<file path="config.mk">
export PLATFORM = sky130hd
export DESIGN_NAME = regfile_wport_arbiter
export DESIGN_NICKNAME = d
export VERILOG_FILES = /design/src/rtl/regfile_wport_arbiter_pkg.sv /design/src/rtl/rf_wr_fifo.sv /design/src/rtl/regfile_wport_arbiter.sv
export SDC_FILE = /design/constraint.sdc
export NUM_CORES = 1
export LEC_CHECK = 0
export ABC_AREA = 1
export CAP_MARGIN = 20
export CORE_ASPECT_RATIO = 1.25
export CORE_MARGIN = 2
export CORE_UTILIZATION = 56
export CTS_CLUSTER_SIZE = 20
export DETAILED_ROUTE_END_ITERATION = 8
export HOLD_SLACK_MARGIN = 0.12
export PLACE_DENSITY = 0.95
export SLEW_MARGIN = 0
export SYNTH_ARGS = -nofsm -noshare
export SYNTH_HDL_FRONTEND = slang
export SYNTH_HIERARCHICAL = 1
export SYNTH_SLANG_ARGS = --single-unit
export TNS_END_PERCENT = 100
</file>
<file path="constraint.sdc">
create_clock -name clk -period 8.6 [get_ports clk]
set_input_delay 2.15 -clock clk [delete_from_list [all_inputs] [get_ports clk]]
set_output_delay 2.15 -clock clk [all_outputs]
set_load 0.1 [all_outputs]
</file>
<file path="src/rtl/regfile_wport_arbiter_pkg.sv">
// Shared widths, constants and defaults for the regfile write-port arbiter.
package regfile_wport_arbiter_pkg;

  localparam int unsigned RegAddrBus  = 5;
  localparam int unsigned RegBus      = 32;
  localparam logic        WriteEnable = 1'b1;
  localparam logic [RegBus-1:0] ZeroWord = 32'h0000_0000;

  localparam int unsigned LuFifoDepth = 2;
  localparam int unsigned LuMaxWait   = 4;

  typedef struct packed {
    logic [RegAddrBus-1:0] addr;
    logic [RegBus-1:0]     data;
  } wr_entry_t;

endpackage

</file>
<file path="src/rtl/rf_wr_fifo.sv">
// Small FIFO buffering long-latency-unit writeback entries (address + data).
module rf_wr_fifo
  import regfile_wport_arbiter_pkg::*;
#(
  parameter int unsigned DEPTH = LuFifoDepth
) (
  input  logic      clk,
  input  logic      rst,
  input  logic      push,
  input  wr_entry_t push_entry,
  input  logic      pop,
  output logic      full,
  output logic      empty,
  output wr_entry_t head
);

  localparam int unsigned PtrW = (DEPTH > 1) ? $clog2(DEPTH) : 1;
  localparam logic [PtrW:0] FullCount = (PtrW + 1)'(DEPTH);

  wr_entry_t       mem [DEPTH];
  logic [PtrW-1:0] wr_ptr_q, rd_ptr_q;
  logic [PtrW:0]   count_q;
  logic            push_ok, pop_ok;

  assign full    = (count_q == FullCount);
  assign empty   = (count_q == '0);
  assign push_ok = push && !full;
  assign pop_ok  = pop && !empty;
  assign head    = mem[rd_ptr_q];

  // Power-of-two depth lets the pointers wrap by plain overflow.
  always_ff @(posedge clk or negedge rst) begin
    if (!rst) begin
      wr_ptr_q <= '0;
      rd_ptr_q <= '0;
      count_q  <= '0;
    end else begin
      if (push_ok) wr_ptr_q <= wr_ptr_q + 1'b1;
      if (pop_ok)  rd_ptr_q <= rd_ptr_q + 1'b1;
      if (push_ok && !pop_ok)      count_q <= count_q + 1'b1;
      else if (pop_ok && !push_ok) count_q <= count_q - 1'b1;
    end
  end

  always_ff @(posedge clk) begin
    if (push_ok) mem[wr_ptr_q] <= push_entry;
  end

endmodule

</file>
<file path="src/rtl/regfile_wport_arbiter.sv">
// Arbitrates the regfile write port between MEM/WB and a buffered long-latency unit,
// tracking outstanding LU destinations and requesting bubbles when the buffer starves.
module regfile_wport_arbiter
  import regfile_wport_arbiter_pkg::*;
#(
  parameter int unsigned DEPTH    = LuFifoDepth,
  parameter int unsigned MAX_WAIT = LuMaxWait
) (
  input  logic                  clk,
  input  logic                  rst,
  input  logic                  wb_we,
  input  logic [RegAddrBus-1:0] wb_waddr,
  input  logic [RegBus-1:0]     wb_wdata,
  input  logic                  iss_valid,
  input  logic [RegAddrBus-1:0] iss_waddr,
  input  logic                  lu_valid,
  input  logic [RegAddrBus-1:0] lu_waddr,
  input  logic [RegBus-1:0]     lu_wdata,
  output logic                  lu_ready,
  input  logic [RegAddrBus-1:0] raddr1,
  input  logic [RegAddrBus-1:0] raddr2,
  output logic                  rd_busy1,
  output logic                  rd_busy2,
  output logic                  we,
  output logic [RegAddrBus-1:0] waddr,
  output logic [RegBus-1:0]     wdata,
  output logic                  stallreq,
  output logic                  err
);

  localparam int unsigned WaitW = $clog2(MAX_WAIT + 1);
  localparam logic [WaitW-1:0] WaitMax = WaitW'(MAX_WAIT);

  logic             fifo_full, fifo_empty;
  wr_entry_t        fifo_head, push_entry;
  logic             wb_own, drain, push, drop;
  logic             iss_set, iss_err, push_err;
  logic [31:0]      busy_q, busy_d;
  logic [WaitW-1:0] wait_cnt_q, wait_cnt_d;
  logic             stallreq_q, stallreq_d;
  logic             err_q, err_d;

  assign wb_own     = wb_we && (wb_waddr != '0);
  assign drain      = !wb_own && !fifo_empty;
  assign push       = lu_valid && !fifo_full;
  assign drop       = lu_valid && fifo_full;
  assign push_entry = '{addr: lu_waddr, data: lu_wdata};

  rf_wr_fifo #(
    .DEPTH (DEPTH)
  ) u_fifo (
    .clk        (clk),
    .rst        (rst),
    .push       (push),
    .push_entry (push_entry),
    .pop        (drain),
    .full       (fifo_full),
    .empty      (fifo_empty),
    .head       (fifo_head)
  );

  assign iss_set  = iss_valid && (iss_waddr != '0);
  assign iss_err  = iss_set && busy_q[iss_waddr];
  assign push_err = push && !busy_q[lu_waddr];

  // Issue is applied after the drain clear so a same-cycle set wins.
  always_comb begin
    busy_d = busy_q;
    if (drain)   busy_d[fifo_head.addr] = 1'b0;
    if (iss_set) busy_d[iss_waddr] = 1'b1;
    busy_d[0] = 1'b0;
  end

  always_comb begin
    wait_cnt_d = wait_cnt_q;
    if (fifo_empty || drain)     wait_cnt_d = '0;
    else if (wait_cnt_q < WaitMax) wait_cnt_d = wait_cnt_q + 1'b1;
  end

  assign stallreq_d = (wait_cnt_q == WaitMax) && !drain;
  assign err_d      = err_q || drop || iss_err || push_err;

  always_ff @(posedge clk or negedge rst) begin
    if (!rst) begin
      busy_q     <= '0;
      wait_cnt_q <= '0;
      stallreq_q <= 1'b0;
      err_q      <= 1'b0;
    end else begin
      busy_q     <= busy_d;
      wait_cnt_q <= wait_cnt_d;
      stallreq_q <= stallreq_d;
      err_q      <= err_d;
    end
  end

  always_comb begin
    we    = 1'b0;
    waddr = '0;
    wdata = ZeroWord;
    if (rst) begin
      if (wb_own) begin
        we    = WriteEnable;
        waddr = wb_waddr;
        wdata = wb_wdata;
      end else if (!fifo_empty) begin
        we    = WriteEnable;
        waddr = fifo_head.addr;
        wdata = fifo_head.data;
      end
    end
  end

  assign lu_ready = rst && !fifo_full;
  assign rd_busy1 = rst && busy_q[raddr1] && (raddr1 != '0);
  assign rd_busy2 = rst && busy_q[raddr2] && (raddr2 != '0);
  assign stallreq = rst && stallreq_q;
  assign err      = rst && err_q;

endmodule

</file>
# ---- Yosys cells after proc, flatten, opt, wreduce, memory -nomap -nowiden
# Memories as Yosys holds them, arrays and structs flattened.
# Cells that the tools add are included.
dict set report totals {
  memories 1
  mem_bits_rw 74
  elab_cells 94
  latch_bits 0
  output_inout_bits 43
  input_bits 94
  reg_bits 40
  rom_bits 0
}
# memory words width read_ports rd_ports_with_merged_regs wr line
set memory_table {}
lappend memory_table {u_fifo.mem 2 37 1 0 1 rf_wr_fifo.sv:20} ;# wr_entry_t mem [DEPTH];
dict set report op_classes {
  n_mux 29
  div_mod_pow 0
  n_addsub 5
  n_lt_le_gt_ge 8
  n_eq_ne 2
  reduce_logical 39
  shifts 0
  n_mul 0
  bitwise_logic 3
}
# cell n
set ops {}
lappend ops {{2-to-1 mux 32 bit} 5}
lappend ops {{AND 32 bit} 1}
lappend ops {{NOT 32 bit} 1}
lappend ops {{OR 32 bit} 1}
lappend ops {{less-than comparator 5 x 6 -> 1 bit (second input constant)} 5}
lappend ops {{logical AND 1 bit} 21}
lappend ops {{binary-select mux 1 bit (select 5 bit)} 4}
lappend ops {{nonzero test 5 bit} 4}
lappend ops {{2-to-1 mux 5 bit} 3}
lappend ops {{2-to-1 mux 1 bit} 11}
lappend ops {{demux 1 bit (select 5 bit)} 2}
lappend ops {{>= comparator 5 x 1 -> 1 bit (second input constant)} 2}
lappend ops {{logical NOT 1 bit} 7}
lappend ops {{2-to-1 mux 3 bit} 2}
lappend ops {{logical OR 1 bit} 4}
lappend ops {{2-to-1 mux 2 bit} 2}
lappend ops {{nonzero test 2 bit} 2}
lappend ops {{adder 3 x 1 -> 3 bit (second input constant)} 1}
lappend ops {{equality test 3 bit (second input constant)} 1}
lappend ops {{less-than comparator 3 bit (second input constant)} 1}
lappend ops {{adder 1 bit (second input constant)} 2}
lappend ops {{adder 2 x 1 -> 2 bit (second input constant)} 1}
lappend ops {{equality test 2 bit (second input constant)} 1}
lappend ops {{logical NOT 2 bit} 1}
lappend ops {{subtractor 2 x 1 -> 2 bit (second input constant)} 1}

# ---- Logic depth before layout (Yosys ltp)
# An unclocked memory read counts as a cell.
dict set report logic_depth {
  ltp_word 10
  mapped_depth 13
  ltp_nobuf 12
}

# ---- By module
# Netlist, hierarchy kept.
# module cells_each seq_area_each_um2 n_inst area_each_um2
set by_module_without_submodules {}
lappend by_module_without_submodules {regfile_wport_arbiter 604 900.9 1 3450.8}
lappend by_module_without_submodules {rf_wr_fifo 225 2322.2 1 2942.8}

# ---- Worst setup path before layout
# OpenSTA, ideal clock, no wires.
dict set report synth_path {
  kind {input-to-output}
  from {input wb_waddr[1]}
  to {output waddr[0]}
  required_ns 6.450
  t_arrival_ns 4.426
  stages 8
  slack_ns 2.024
  path_cell_list {nor3_1 nand2_1 nand2_1 inv_2 nor2_8 buf_2 nand2_1 a21oi_1}
}
dict set report synth_between {
  elab_chain_len 4
}
# element line
set synth_rtl {}
lappend synth_rtl {{start: declaration} regfile_wport_arbiter.sv:12} ;# input logic [RegAddrBus-1:0] wb_waddr,
lappend synth_rtl {{nonzero test 5 bit} regfile_wport_arbiter.sv:43} ;# assign wb_own = wb_we && (wb_waddr != '0);
lappend synth_rtl {{logical AND 1 bit} regfile_wport_arbiter.sv:43}
lappend synth_rtl {{2-to-1 mux 5 bit} regfile_wport_arbiter.sv:102} ;# if (wb_own) begin
lappend synth_rtl {{2-to-1 mux 5 bit} regfile_wport_arbiter.sv:101} ;# if (rst) begin
lappend synth_rtl {{end: declaration} regfile_wport_arbiter.sv:25} ;# output logic [RegAddrBus-1:0] waddr,
# Every way passes these cells.

# ---- Worst setup path in the final report
dict set report layout_path {
  from {input wb_waddr[1]}
  to {output wdata[6]}
}
dict set report layout_between {
  elab_chain_len 4
}
# element line
set layout_rtl {}
lappend layout_rtl {{nonzero test 5 bit} regfile_wport_arbiter.sv:43}
lappend layout_rtl {{logical AND 1 bit} regfile_wport_arbiter.sv:43}
lappend layout_rtl {{2-to-1 mux 32 bit} regfile_wport_arbiter.sv:102}
lappend layout_rtl {{2-to-1 mux 32 bit} regfile_wport_arbiter.sv:101}
lappend layout_rtl {{end: declaration} regfile_wport_arbiter.sv:26} ;# output logic [RegBus-1:0] wdata,
# Every way passes these cells.

==> impl_results.html <==
<table>
<tr><th>Metric</th><th>Value</th></tr>
<tr><th colspan="2">CTS</th></tr>
<tr><td>Cells resized by post-CTS repair</td><td>0</td></tr>
<tr><td>Buffer cell driving the clock tree root</td><td>clkbuf_16</td></tr>
<tr><td>Post-CTS Setup Repair Bufs</td><td>0</td></tr>
<tr><td>Clock slew at reported path FFs</td><td>roughly 50 ps</td></tr>
<tr><td>Later-pin clock latency in the skew report</td><td>between 400 and 500 ps</td></tr>
<tr><td>CTS H-tree depth</td><td>4</td></tr>
<tr><td>CTS tree</td><td>built</td></tr>
<tr><td>Count of hold-fix buffers inserted at cts</td><td>0</td></tr>
<tr><td>Clock tree buffer depth</td><td>2</td></tr>
<tr><td>Number of sinks handled by clock tree synthesis</td><td>114</td></tr>
<tr><td>CTS buffer count</td><td>17</td></tr>
<tr><th colspan="2">STA</th></tr>
<tr><td>Clock period minus worst slack</td><td>about 7600 ps</td></tr>
<tr><td>Layout Skew</td><td>between 8 and 9 ps</td></tr>
<tr><td>Worst slew margin relative to its limit</td><td>between 30 and 40%</td></tr>
<tr><td>Unrepaired setup endpoints after global routing</td><td>no</td></tr>
<tr><td>Final period utilization</td><td>between 80% and 90%</td></tr>
<tr><td>Transition time of the tightest slew-check pin</td><td>approximately 1000 ps</td></tr>
<tr><td>Final hold violations</td><td>0</td></tr>
<tr><td>Number of max-slew violations in the final report</td><td>0</td></tr>
<tr><td>Max Clock Freq</td><td>between 0.1 and 0.15 GHz</td></tr>
<tr><td># setup viols final</td><td>0</td></tr>
<tr><td>Total Neg Setup Slack</td><td>0 ps</td></tr>
<tr><th colspan="2">Synth</th></tr>
<tr><td>Commonest cells in the synthesized netlist</td><td>326 x nand2_1, 74 x edfxtp_1, 70 x o21ai_0</td></tr>
<tr><td>Distinct cells, synth</td><td>30</td></tr>
<tr><td>Post-Syn Nets</td><td>roughly 930</td></tr>
<tr><td>Fraction of the yosys area taken by sequential cells</td><td>about half</td></tr>
<tr><td>Cell taking the most area after synthesis</td><td>edfxtp_1</td></tr>
<tr><td>Fraction of post-synthesis cell area in the top cell type by area</td><td>a little over a third</td></tr>
<tr><td>Post-synthesis instance area</td><td>0.00639 mm²</td></tr>
<tr><td>Cells taking the most area after synthesis</td><td>edfxtp_1 35%, nand2_1 19%, dfrtp_1 16%, o21ai_0 5.5%, nand3_1 5.2%</td></tr>
<tr><td>Post-synth EDFFs</td><td>74</td></tr>
<tr><td>Share of synthesized registers carrying an async set or reset</td><td>35.1%</td></tr>
<tr><td>Ys Warns</td><td>6</td></tr>
<tr><td>Post-synth top flop</td><td>edfxtp_1</td></tr>
<tr><td>Post-Synthesis Cells</td><td>just over 800</td></tr>
<tr><td>Total of flip-flops plus latches after synthesis</td><td>roughly 110</td></tr>
<tr><td>Synthesized area divided by synthesized cell count</td><td>slightly below 8 µm²</td></tr>
<tr><td>Most instantiated library cell after synthesis</td><td>nand2_1</td></tr>
<tr><th colspan="2">Placed design</th></tr>
<tr><td>Final HPWL DP</td><td>~13000 µm</td></tr>
<tr><td>Instance area at placement</td><td>between 0.007 and 0.008 mm²</td></tr>
<tr><td># port buffers</td><td>136</td></tr>
<tr><td>Global placer's final weighted congestion</td><td>~1</td></tr>
<tr><th colspan="2">Critical path</th></tr>
<tr><td>Most common cell type on the critical path</td><td>nand2_1</td></tr>
<tr><td>Crit path max fanout</td><td>45</td></tr>
<tr><td>CP Cell Sequence</td><td>clkdlybuf4s50_1 -&gt; nor3_1 -&gt; nand2_1 -&gt; nand2_1 -&gt; inv_2 -&gt; nor2_8 -&gt; nand2_1 -&gt; a21oi_1 -&gt; clkdlybuf4s50_1</td></tr>
<tr><td>Cell type of the slowest stage on the worst timing path</td><td>clkdlybuf4s50_1</td></tr>
<tr><td>Critical path capture point type</td><td>primary output</td></tr>
<tr><td>Startpoint type of the worst setup path</td><td>input port</td></tr>
<tr><td>Crit path kind</td><td>input port to primary output</td></tr>
<tr><td>Worst Path Arrival</td><td>~5500 ps</td></tr>
<tr><td>Depth of the most critical reg-to-reg path</td><td>8</td></tr>
<tr><td>Longest individual stage delay on the worst path</td><td>between 1000 and 1500 ps</td></tr>
<tr><td>Worst Path Required</td><td>~6500 ps</td></tr>
<tr><th colspan="2">Global routing</th></tr>
<tr><td>Vias in the first global route</td><td>~6200</td></tr>
<tr><td>First-pass GRT wire length</td><td>between 30000 and 40000 µm</td></tr>
<tr><td>Largest net degree at the start of global routing</td><td>46</td></tr>
<tr><td>GRT Total Usage</td><td>about a third</td></tr>
<tr><td>Number of antenna violations at the first check in global routing</td><td>0</td></tr>
<tr><td>GRT Residual Overflow</td><td>0</td></tr>
<tr><th colspan="2">Power and ir drop</th></tr>
<tr><td>Leakage dissipation</td><td>3.66 nW</td></tr>
<tr><td>Power density of the placed cells</td><td>335 mW/mm²</td></tr>
<tr><td>Worst VDD drop</td><td>0.192 mV</td></tr>
<tr><th colspan="2">Drt</th></tr>
<tr><td>Drc violations</td><td>0</td></tr>
<tr><td>Initial DRC count</td><td>between 800 and 900</td></tr>
<tr><td>Antenna viol nets, final</td><td>0</td></tr>
<tr><td>First-pass iteration count of the detailed router</td><td>7</td></tr>
<tr><td>Final WL</td><td>roughly 21000 µm</td></tr>
<tr><td>Routed WL per cell</td><td>~19 µm</td></tr>
<tr><td>Vias per cell</td><td>5.99</td></tr>
<tr><td>Count of vias placed by the detailed router</td><td>6606</td></tr>
<tr><th colspan="2">Cells and area</th></tr>
<tr><td>Final design instance area without fill</td><td>0.00841 mm²</td></tr>
<tr><td>Fill cell instance count of the final layout</td><td>around 730</td></tr>
<tr><td>Synth-to-Final Area Change</td><td>31.5%</td></tr>
<tr><td>Final net count</td><td>roughly 1100</td></tr>
<tr><td># diodes</td><td>0</td></tr>
<tr><td>Share of final-layout standard cells stronger than drive strength 1</td><td>under 10%</td></tr>
<tr><th colspan="2">Die</th></tr>
<tr><td>Vertical extent of the die</td><td>approximately 120 µm</td></tr>
<tr><td>CORE AREA</td><td>around 0.011 mm²</td></tr>
<tr><td>I/O pin cnt</td><td>between 100 and 150</td></tr>
<tr><td>Number of placement rows</td><td>between 40 and 50</td></tr>
<tr><td>Floorplan die width</td><td>between 90 and 100 µm</td></tr>
<tr><td>Full die area</td><td>roughly 0.012 mm²</td></tr>
<tr><td>Starting utilization of the core area</td><td>between 50 and 60%</td></tr>
<tr><th colspan="2">Job</th></tr>
<tr><td>Count of maximum capacitance violations</td><td>0</td></tr>
<tr><th colspan="2">Min path</th></tr>
<tr><td>Worst hold path stage count</td><td>2</td></tr>
<tr><td>Hold/Removal Path Class</td><td>flip-flop to flip-flop</td></tr>
<tr><th colspan="2">Outcome</th></tr>
<tr><td>Outcome</td><td>completed</td></tr>
</table>
[state kept, by name (all words and copies together), names as in the netlist]
name	cells
u_fifo/count_q	2
u_fifo/rd_ptr_q	1
stallreq_q	1
err_q	1
busy_q	31
u_fifo/mem	74
wait_cnt_q	3
u_fifo/wr_ptr_q	1
[per-layer routing]
metal / GRT usage, % / share of wire (%) / routed length, µm
met3: 8.31 / 11 / 2340
met4: 20.5 / 7.3 / 1510
met5: 0 / 0 / 0
met1: 39.1 / 35 / 7230
met2: 56.4 / 47 / 9650
[logic make-up (layout without fill, tap and decap cells)]
kind of cell / after synthesis / in the layout / share of synthesized area, %
xor gates and xnor gates: 2 / 2 / 0.274
and+or+nand+nor: 458 / 458 / 29.4
buffers and inverters: 107 / 246 / 7.36
DFF: 114 / 114 / 50.4
muxes: 1 / 1 / 0.157
adders and majority gates: 3 / 3 / 0.587
AOI/OAI and AO/OA: 144 / 144 / 11.8
[layout by cell type, fill, tap and decap left out, types with 2 or more instances in the layout]
| master | count |
|---|---|
| nand2_1 | 326 |
| clkdlybuf4s50_1 | 128 |
| edfxtp_1 | 74 |
| o21ai_0 | 70 |
| inv_1 | 68 |
| nand3_1 | 67 |
| a21oi_1 | 54 |
| nor2_1 | 50 |
| dfrtp_1 | 40 |
| clkbuf_16 | 17 |
| o211ai_1 | 13 |
| buf_4 | 11 |
| o21ai_1 | 5 |
| bufinv_16 | 5 |
| inv_2 | 4 |
| nand4_1 | 4 |
| clkinv_2 | 4 |
| nand3_2 | 3 |
| ha_1 | 3 |
| clkinvlp_4 | 3 |
| clkinv_1 | 2 |
| nor2_2 | 2 |
[report_power, final]
| part | leakage [nW] | switching (mW) | internal (mW) |
|---|---|---|---|
| sequential | 1.17 | 0.140 | 0.773 |
| clock | 0.306 | 0.254 | 0.511 |
| combinational | 2.18 | 0.836 | 0.303 |
[critical path, delay by kind of cell]
kind / cells / cell delay (ps)
AO/OA/AOI/OAI: 1 / 250
buffers and inverters: 3 / 1890
AND/OR/NAND/NOR: 5 / 1180
[final cells by class]
type / instances / area, µm² / area share [%]
timing repair buffer: 141 / 1400 / 16.6
multi-input combinational: 608 / 2710 / 32.2
inverter: 73 / 274 / 3.26
clock buffer: 17 / 425 / 5.06
tap: 135 / 169 / 2.01
sequential: 114 / 3220 / 38.3
clock inverter: 15 / 214 / 2.54
[through the flow]
| step | utilization, % | instances | power, mW | hold slack [ps] | setup WS (ps) |
|---|---|---|---|---|---|
| after CTS | 75.3 | 1102 | 2.77 | 492 | 963 |
| after global placement | 69.5 | 1070 | 1.94 | 467 | 1240 |
| after global routing | 75.5 | 1103 | 2.94 | 519 | 815 |
| after detailed placement | 69.5 | 1070 | 1.98 | 477 | 1120 |
| final | 75.5 | 1103 | 2.82 | 487 | 964 |
| after floorplan | - | 829 | 1.67 | 449 | 2020 |
[final timing paths]
kind	from	endpoint	slack (ps)
hold reg to reg	err_q	err_q	490
max in group asynchronous	rst	u_fifo/rd_ptr_q	6190
setup / recovery	wb_waddr[1]	wdata[6]	960
min in group asynchronous	rst	busy_q[16]	1720
hold / removal	err_q	err_q	490
setup reg to reg	u_fifo/count_q[0]	u_fifo/count_q[1]	6090
No activity file was read; power rests on OpenSTA's default activity.
